===== config.mk =====
export PLATFORM = sky130hd
export DESIGN_NAME = mem_port_arbiter
export DESIGN_NICKNAME = d
export VERILOG_FILES = /design/src/rtl/common.sv /design/src/rtl/mem_arb_select.sv /design/src/rtl/mem_port_arbiter.sv
export SDC_FILE = /design/constraint.sdc
export NUM_CORES = 1
export LEC_CHECK = 0
export CORE_ASPECT_RATIO = 0.6
export CORE_MARGIN = 2
export CORE_UTILIZATION = 37
export DETAILED_ROUTE_END_ITERATION = 7
export HOLD_SLACK_MARGIN = 0.06
export PLACE_DENSITY = 0.76
export SLEW_MARGIN = 5
export SYNTH_ARGS = -nofsm -noshare
export SYNTH_HDL_FRONTEND = slang
export SYNTH_HIERARCHICAL = 1
export SYNTH_SLANG_ARGS = --single-unit
export TNS_END_PERCENT = 20

===== constraint.sdc =====
create_clock -name clk -period 1.8 [get_ports clk]
set_clock_uncertainty 0.2 [all_clocks]
set_input_delay 0.18 -clock clk [delete_from_list [all_inputs] [get_ports clk]]
set_output_delay 0.18 -clock clk [all_outputs]
set_load 0.05 [all_outputs]

===== src/rtl/common.sv =====
// Shared definitions for the memory port arbiter: operand width, FSM states and grant indices.
package common;

    localparam int unsigned OPERAND_WIDTH = 32;
    localparam int unsigned CNT_WIDTH     = 8;

    localparam int unsigned GNT_IF = 0;
    localparam int unsigned GNT_LS = 1;

    typedef enum logic {
        ARB_IDLE,
        ARB_BUSY
    } arb_state_e;

endpackage


===== src/rtl/mem_arb_select.sv =====
// Two-requester winner selection; the pointed-to requester wins when both ask.
module mem_arb_select
    import common::*;
(
    input  logic       if_req,
    input  logic       ls_req,
    input  logic       ptr_ls,
    output logic [1:0] grant
);

    always_comb begin
        grant = '0;
        if (ls_req && (ptr_ls || !if_req)) begin
            grant[GNT_LS] = 1'b1;
        end else if (if_req) begin
            grant[GNT_IF] = 1'b1;
        end
    end

endmodule


===== src/rtl/mem_port_arbiter.sv =====
// Shares one data-memory port between fetch and load/store, one access outstanding.
// Define MEM_ARB_RR_EN for round-robin; otherwise load/store has fixed priority.
module mem_port_arbiter
    import common::*;
#(
    parameter int unsigned TIMEOUT_CYCLES = 16
) (
    input  logic                     clk,
    input  logic                     rst,
    input  logic                     if_req,
    input  logic [OPERAND_WIDTH-1:0] if_addr,
    output logic                     if_done,
    output logic [31:0]              if_rdata,
    input  logic                     ls_req,
    input  logic                     ls_we,
    input  logic [OPERAND_WIDTH-1:0] ls_addr,
    input  logic [OPERAND_WIDTH-1:0] ls_wdata,
    output logic                     ls_done,
    output logic [31:0]              ls_rdata,
    output logic                     mem_req,
    output logic                     mem_we,
    output logic [OPERAND_WIDTH-1:0] mem_addr,
    output logic [OPERAND_WIDTH-1:0] mem_wdata,
    input  logic                     mem_ready,
    input  logic [31:0]              mem_rdata,
    output logic                     bus_err
);

    localparam logic [CNT_WIDTH-1:0] CntLast = CNT_WIDTH'(TIMEOUT_CYCLES - 1);

    arb_state_e               state_q, state_d;
    logic [CNT_WIDTH-1:0]     cnt_q, cnt_d;
    logic [OPERAND_WIDTH-1:0] addr_q, addr_d;
    logic [OPERAND_WIDTH-1:0] wdata_q, wdata_d;
    logic                     we_q, we_d;
    logic                     win_ls_q, win_ls_d;
    logic                     if_done_q, if_done_d;
    logic                     ls_done_q, ls_done_d;
    logic                     bus_err_q, bus_err_d;
    logic [31:0]              if_rdata_q, if_rdata_d;
    logic [31:0]              ls_rdata_q, ls_rdata_d;
    logic                     ptr_ls;
    logic                     grant_en;
    logic [1:0]               grant;

    mem_arb_select u_select (
        .if_req (if_req),
        .ls_req (ls_req),
        .ptr_ls (ptr_ls),
        .grant  (grant)
    );

`ifdef MEM_ARB_RR_EN
    logic ptr_ls_q, ptr_ls_d;

    assign ptr_ls = ptr_ls_q;

    // Point at whichever requester did not just win.
    always_comb begin
        ptr_ls_d = ptr_ls_q;
        if (grant_en) begin
            ptr_ls_d = grant[GNT_IF];
        end
    end

    always_ff @(posedge clk) begin
        if (rst) begin
            ptr_ls_q <= 1'b1;
        end else begin
            ptr_ls_q <= ptr_ls_d;
        end
    end
`else
    assign ptr_ls = 1'b1;
`endif

    always_comb begin
        state_d    = state_q;
        cnt_d      = cnt_q;
        addr_d     = addr_q;
        wdata_d    = wdata_q;
        we_d       = we_q;
        win_ls_d   = win_ls_q;
        if_done_d  = 1'b0;
        ls_done_d  = 1'b0;
        bus_err_d  = 1'b0;
        if_rdata_d = if_rdata_q;
        ls_rdata_d = ls_rdata_q;
        grant_en   = 1'b0;
        unique case (state_q)
            ARB_IDLE: begin
                // No grant during a done pulse: the finishing requester still holds req.
                if ((if_req || ls_req) && !if_done_q && !ls_done_q) begin
                    grant_en = 1'b1;
                    state_d  = ARB_BUSY;
                    cnt_d    = '0;
                    win_ls_d = grant[GNT_LS];
                    addr_d   = grant[GNT_IF] ? if_addr : ls_addr;
                    we_d     = grant[GNT_LS] & ls_we;
                    wdata_d  = grant[GNT_LS] ? ls_wdata : '0;
                end
            end
            ARB_BUSY: begin
                if (mem_ready || cnt_q == CntLast) begin
                    state_d   = ARB_IDLE;
                    bus_err_d = !mem_ready;
                    if (win_ls_q) begin
                        ls_done_d  = 1'b1;
                        ls_rdata_d = mem_ready ? mem_rdata : '0;
                    end else begin
                        if_done_d  = 1'b1;
                        if_rdata_d = mem_ready ? mem_rdata : '0;
                    end
                end
                if (!mem_ready) begin
                    cnt_d = cnt_q + 1'b1;
                end
            end
            default: state_d = ARB_IDLE;
        endcase
    end

    always_ff @(posedge clk) begin
        if (rst) begin
            state_q    <= ARB_IDLE;
            cnt_q      <= '0;
            addr_q     <= '0;
            wdata_q    <= '0;
            we_q       <= 1'b0;
            win_ls_q   <= 1'b0;
            if_done_q  <= 1'b0;
            ls_done_q  <= 1'b0;
            bus_err_q  <= 1'b0;
            if_rdata_q <= '0;
            ls_rdata_q <= '0;
        end else begin
            state_q    <= state_d;
            cnt_q      <= cnt_d;
            addr_q     <= addr_d;
            wdata_q    <= wdata_d;
            we_q       <= we_d;
            win_ls_q   <= win_ls_d;
            if_done_q  <= if_done_d;
            ls_done_q  <= ls_done_d;
            bus_err_q  <= bus_err_d;
            if_rdata_q <= if_rdata_d;
            ls_rdata_q <= ls_rdata_d;
        end
    end

    assign mem_req   = (state_q == ARB_BUSY);
    assign mem_we    = (state_q == ARB_BUSY) & we_q;
    assign mem_addr  = addr_q;
    assign mem_wdata = wdata_q;
    assign if_done   = if_done_q;
    assign ls_done   = ls_done_q;
    assign bus_err   = bus_err_q;
    assign if_rdata  = if_rdata_q;
    assign ls_rdata  = ls_rdata_q;

endmodule


==> results.py <==
metrics = {
    "yosys": {
        "ys_seq_elements": 142,
        "synth_ff_type": "dfxtp_1",
        "avgSynthCellArea_um2": 9.624,
        "async_flop_share_pct": 0,
        "synth_edf_count": 0,
        "yosysSeqAreaShare_pct": 50.07,
        "postSynthCellCount": 590,
        "syn-cell-area_um2": 5678,
        "yosysUniqueCellTypes": 40,
        "yosys_warnings": 6,
    },
    "critical_path": {
        "cp-start-kind": "flop",
        "worstSetupPathType": "flop to flop",
        "worstPathRequired_ns": 1.90,
        "r2r_cells": 5,
        "regToRegStartpoint": "cnt_q[7]",
        "worst_setup_path_end_kind": "flop",
        "rr_endpoint": "ls_rdata[31]",
        "r2r_slack_ns": -0.06,
        "cp_data_arrival_time_ns": 1.96,
        "cp_max_fo": 16,
    },
    "clock_network": {
        "clock-sinks": 142,
        "cts_tree": "yes",
        "numCtsBuffers": 17,
        "clock_latency_ns": 0.41,
        "h-tree-depth": 4,
        "clk_path_buf_depth": 2,
        "clk_pin_slew_worst_paths_ns": 0.06,
        "cts-root-buf": "clkbuf_16",
    },
    "sta": {
        "slew_violations": 0,
        "max_freq_mhz": 538.1,
        "hold_violations": 0,
        "tightest_slew_ns": 0.5100,
        "setup_violations": 32,
        "fin_crit_sh_pct": 103.2,
        "fin_crit_ns": 1.858,
        "fin_ws_ns": -0.05842,
        "relSlewSlack_pct": 66.00,
        "rsz0062_at_grt": "yes",
    },
    "route": {
        "drt_iter0_markers": 335,
        "wl_per_cell_um": 16.00,
        "wl_um": 17160,
        "viasPerCell": 5.018,
        "route.vias.total": 5379,
        "ant_nets": 0,
        "drc_errors": 0,
        "firstDrtPassIters": 4,
    },
    "final_layout": {
        "nNetsFinal": 991,
        "drive_gt1_share_pct": 25.43,
        "n_antenna_cell": 0,
        "synthToLayoutAreaGrowth_pct": 60.60,
        "final_cells": 1072,
        "final_area_um2": 9119,
    },
    "grt": {
        "first_global_vias": 5229,
        "track_usage_pct": 20.46,
        "globalRouteOverflowTotal": 0,
        "grt_pass1_wl_um": 26790,
        "grt_max_degree": 48,
        "antenna_found_initial": 0,
    },
    "floorplanning": {
        "fp.dieW_um": 163.9,
        "core_um2": 15200,
        "die_height_um": 99.96,
        "start_util_pct": 37.37,
        "fp.dieArea_um2": 16390,
        "rows": 35,
        "ioPinCount": 267,
    },
    "run_status": {
        "violations": "negative setup slack",
        "outcome": "finished with violations",
    },
    "min_path": {
        "min_path_cells": 3,
        "hold_end": "mem_wdata[0]",
        "hold_path_class": "input pin to flop",
        "worstHoldStart": "ls_wdata[0]",
    },
    "placed_design": {
        "portBuffers": 266,
        "place_congestion": 0.7659,
        "place_ws_ns": -0.1636,
        "hpwlAfterDp_um": 11970,
        "dp_cells": 1037,
        "placed_area_um2": 8462,
    },
    "run": {
        "timing.max_cap.violations": 0,
    },
    "power": {
        "leakage_nw": 4.130,
        "pwr_density_cell_nw_per_um2": 971.9,
        "totalPowerFinal_w": 0.008863,
        "ir_drop_uv": 472.6,
    },
}
[report_power, final]
part	switching, W	internal [W]	leakage (nW)	total (W)
clock network	0.00143	0.00212	0.284	0.00355
logic	0.00114	0.000766	2.69	0.00191
registers	0.0000936	0.00331	1.16	0.00341
[placed cells by master, fill, tap and decap left out, types with 3 or more instances in the layout]
cell type	synthesis	routed
clkinvlp_4	0	3
dfxtp_1	142	141
a211oi_1	34	34
mux2i_1	96	96
inv_6	0	5
a21oi_1	69	69
inv_1	3	3
nor3_1	5	4
o21ai_0	37	37
buf_4	0	160
clkdlybuf4s50_1	0	132
buf_12	0	11
nand2_1	7	7
nand4_1	33	33
clkbuf_16	0	18
nor2_1	67	63
o211ai_1	3	3
nor2_2	0	4
[worst max path at each step]
stage,start,to,slack (ns),depth (start not counted)
floorplan,cnt_q[4],if_rdata[20],-0.05,5
global placement,ls_req,mem_wdata[20],-0.12,5
detailed placement,ls_req,mem_wdata[15],-0.16,5
CTS,cnt_q[7],ls_rdata[14],-0.008,4
global route,cnt_q[7],ls_rdata[6],-0.08,5
finish,cnt_q[7],ls_rdata[31],-0.06,5
[per-stage QoR]
stage	TNS, ns	hold slack (ns)	util [%]
floorplan	-3.521	0.1239	-
global placement	-8.890	0.2587	55.69
detailed placement	-11.17	0.2661	55.69
CTS	-0.01283	0.1398	59.73
global route	-2.687	0.1547	60.01
finish	-1.261	0.1560	60.01
[synth_stat cells (all sizes together) (3+ instances only)]
master	n	area, um2
or4	3	22.52
nor2	67	251.5
inv	3	11.26
nor3	5	25.02
nand2	7	26.28
a21oi	69	345.3
clkbuf	36	135.1
nand4	33	206.5
mux2i	96	960.9
a211oi	34	255.2
o211ai	3	22.52
dfxtp	142	2843
nand3	4	20.02
buf	24	133.9
o21ai	37	185.2
[worst max-delay path: stages (launching register included)]
cell	delay (ns)
dfxtp_1	0.31
or4_4	0.58
o41ai_4	0.23
buf_4	0.19
clkbuf_16	0.19
nor2_2	0.05
[cell families after synthesis]
family / share of synthesized area [%]
buffers and inverters: 4.936
AO/OA/AOI/OAI: 16.59
other: 0.06605
adder cells (fa/ha/maj): 0.2203
AND/OR/NAND/NOR: 11.00
multiplexers: 17.12
flip-flops: 50.07
[flip-flops by register name (all words and copies together), names as in the netlist]
register   count
if_rdata      32
ls_rdata      32
mem_addr      32
mem_wdata     32
cnt_q          8
bus_err        1
if_done        1
ls_done        1
mem_req        1
we_q           1
win_ls_q       1
[layer usage]
metal  wire length (um)  track usage, %  vias up
met5                  0               0        -
met4                108           5.466        0
met3               1251           5.331       13
met2               7559           31.87      187
met1               8238           28.25     2514
li1                   -               -     2665
[area by class of cell]
cell class	count	area, um2
fillers	1344	6077
clock buffers	19	442.9
flip-flops and latches	142	2846
clock inverters	13	155.1
inverters	3	11.26
multi-input cells	386	2626
repair buffers	306	2783
well taps	203	254.0
[repair_timing]
action | CTS | global route
endpoints found under the setup margin | 64 | 64
gates resized for setup | 2 | 2
endpoints found under the hold margin | 1 | 0
hold buffers | 1 | 0
setup buffers | 0 | 1
gates cloned | 0 | 1
Note: power is estimated with default switching activity, not from simulation.
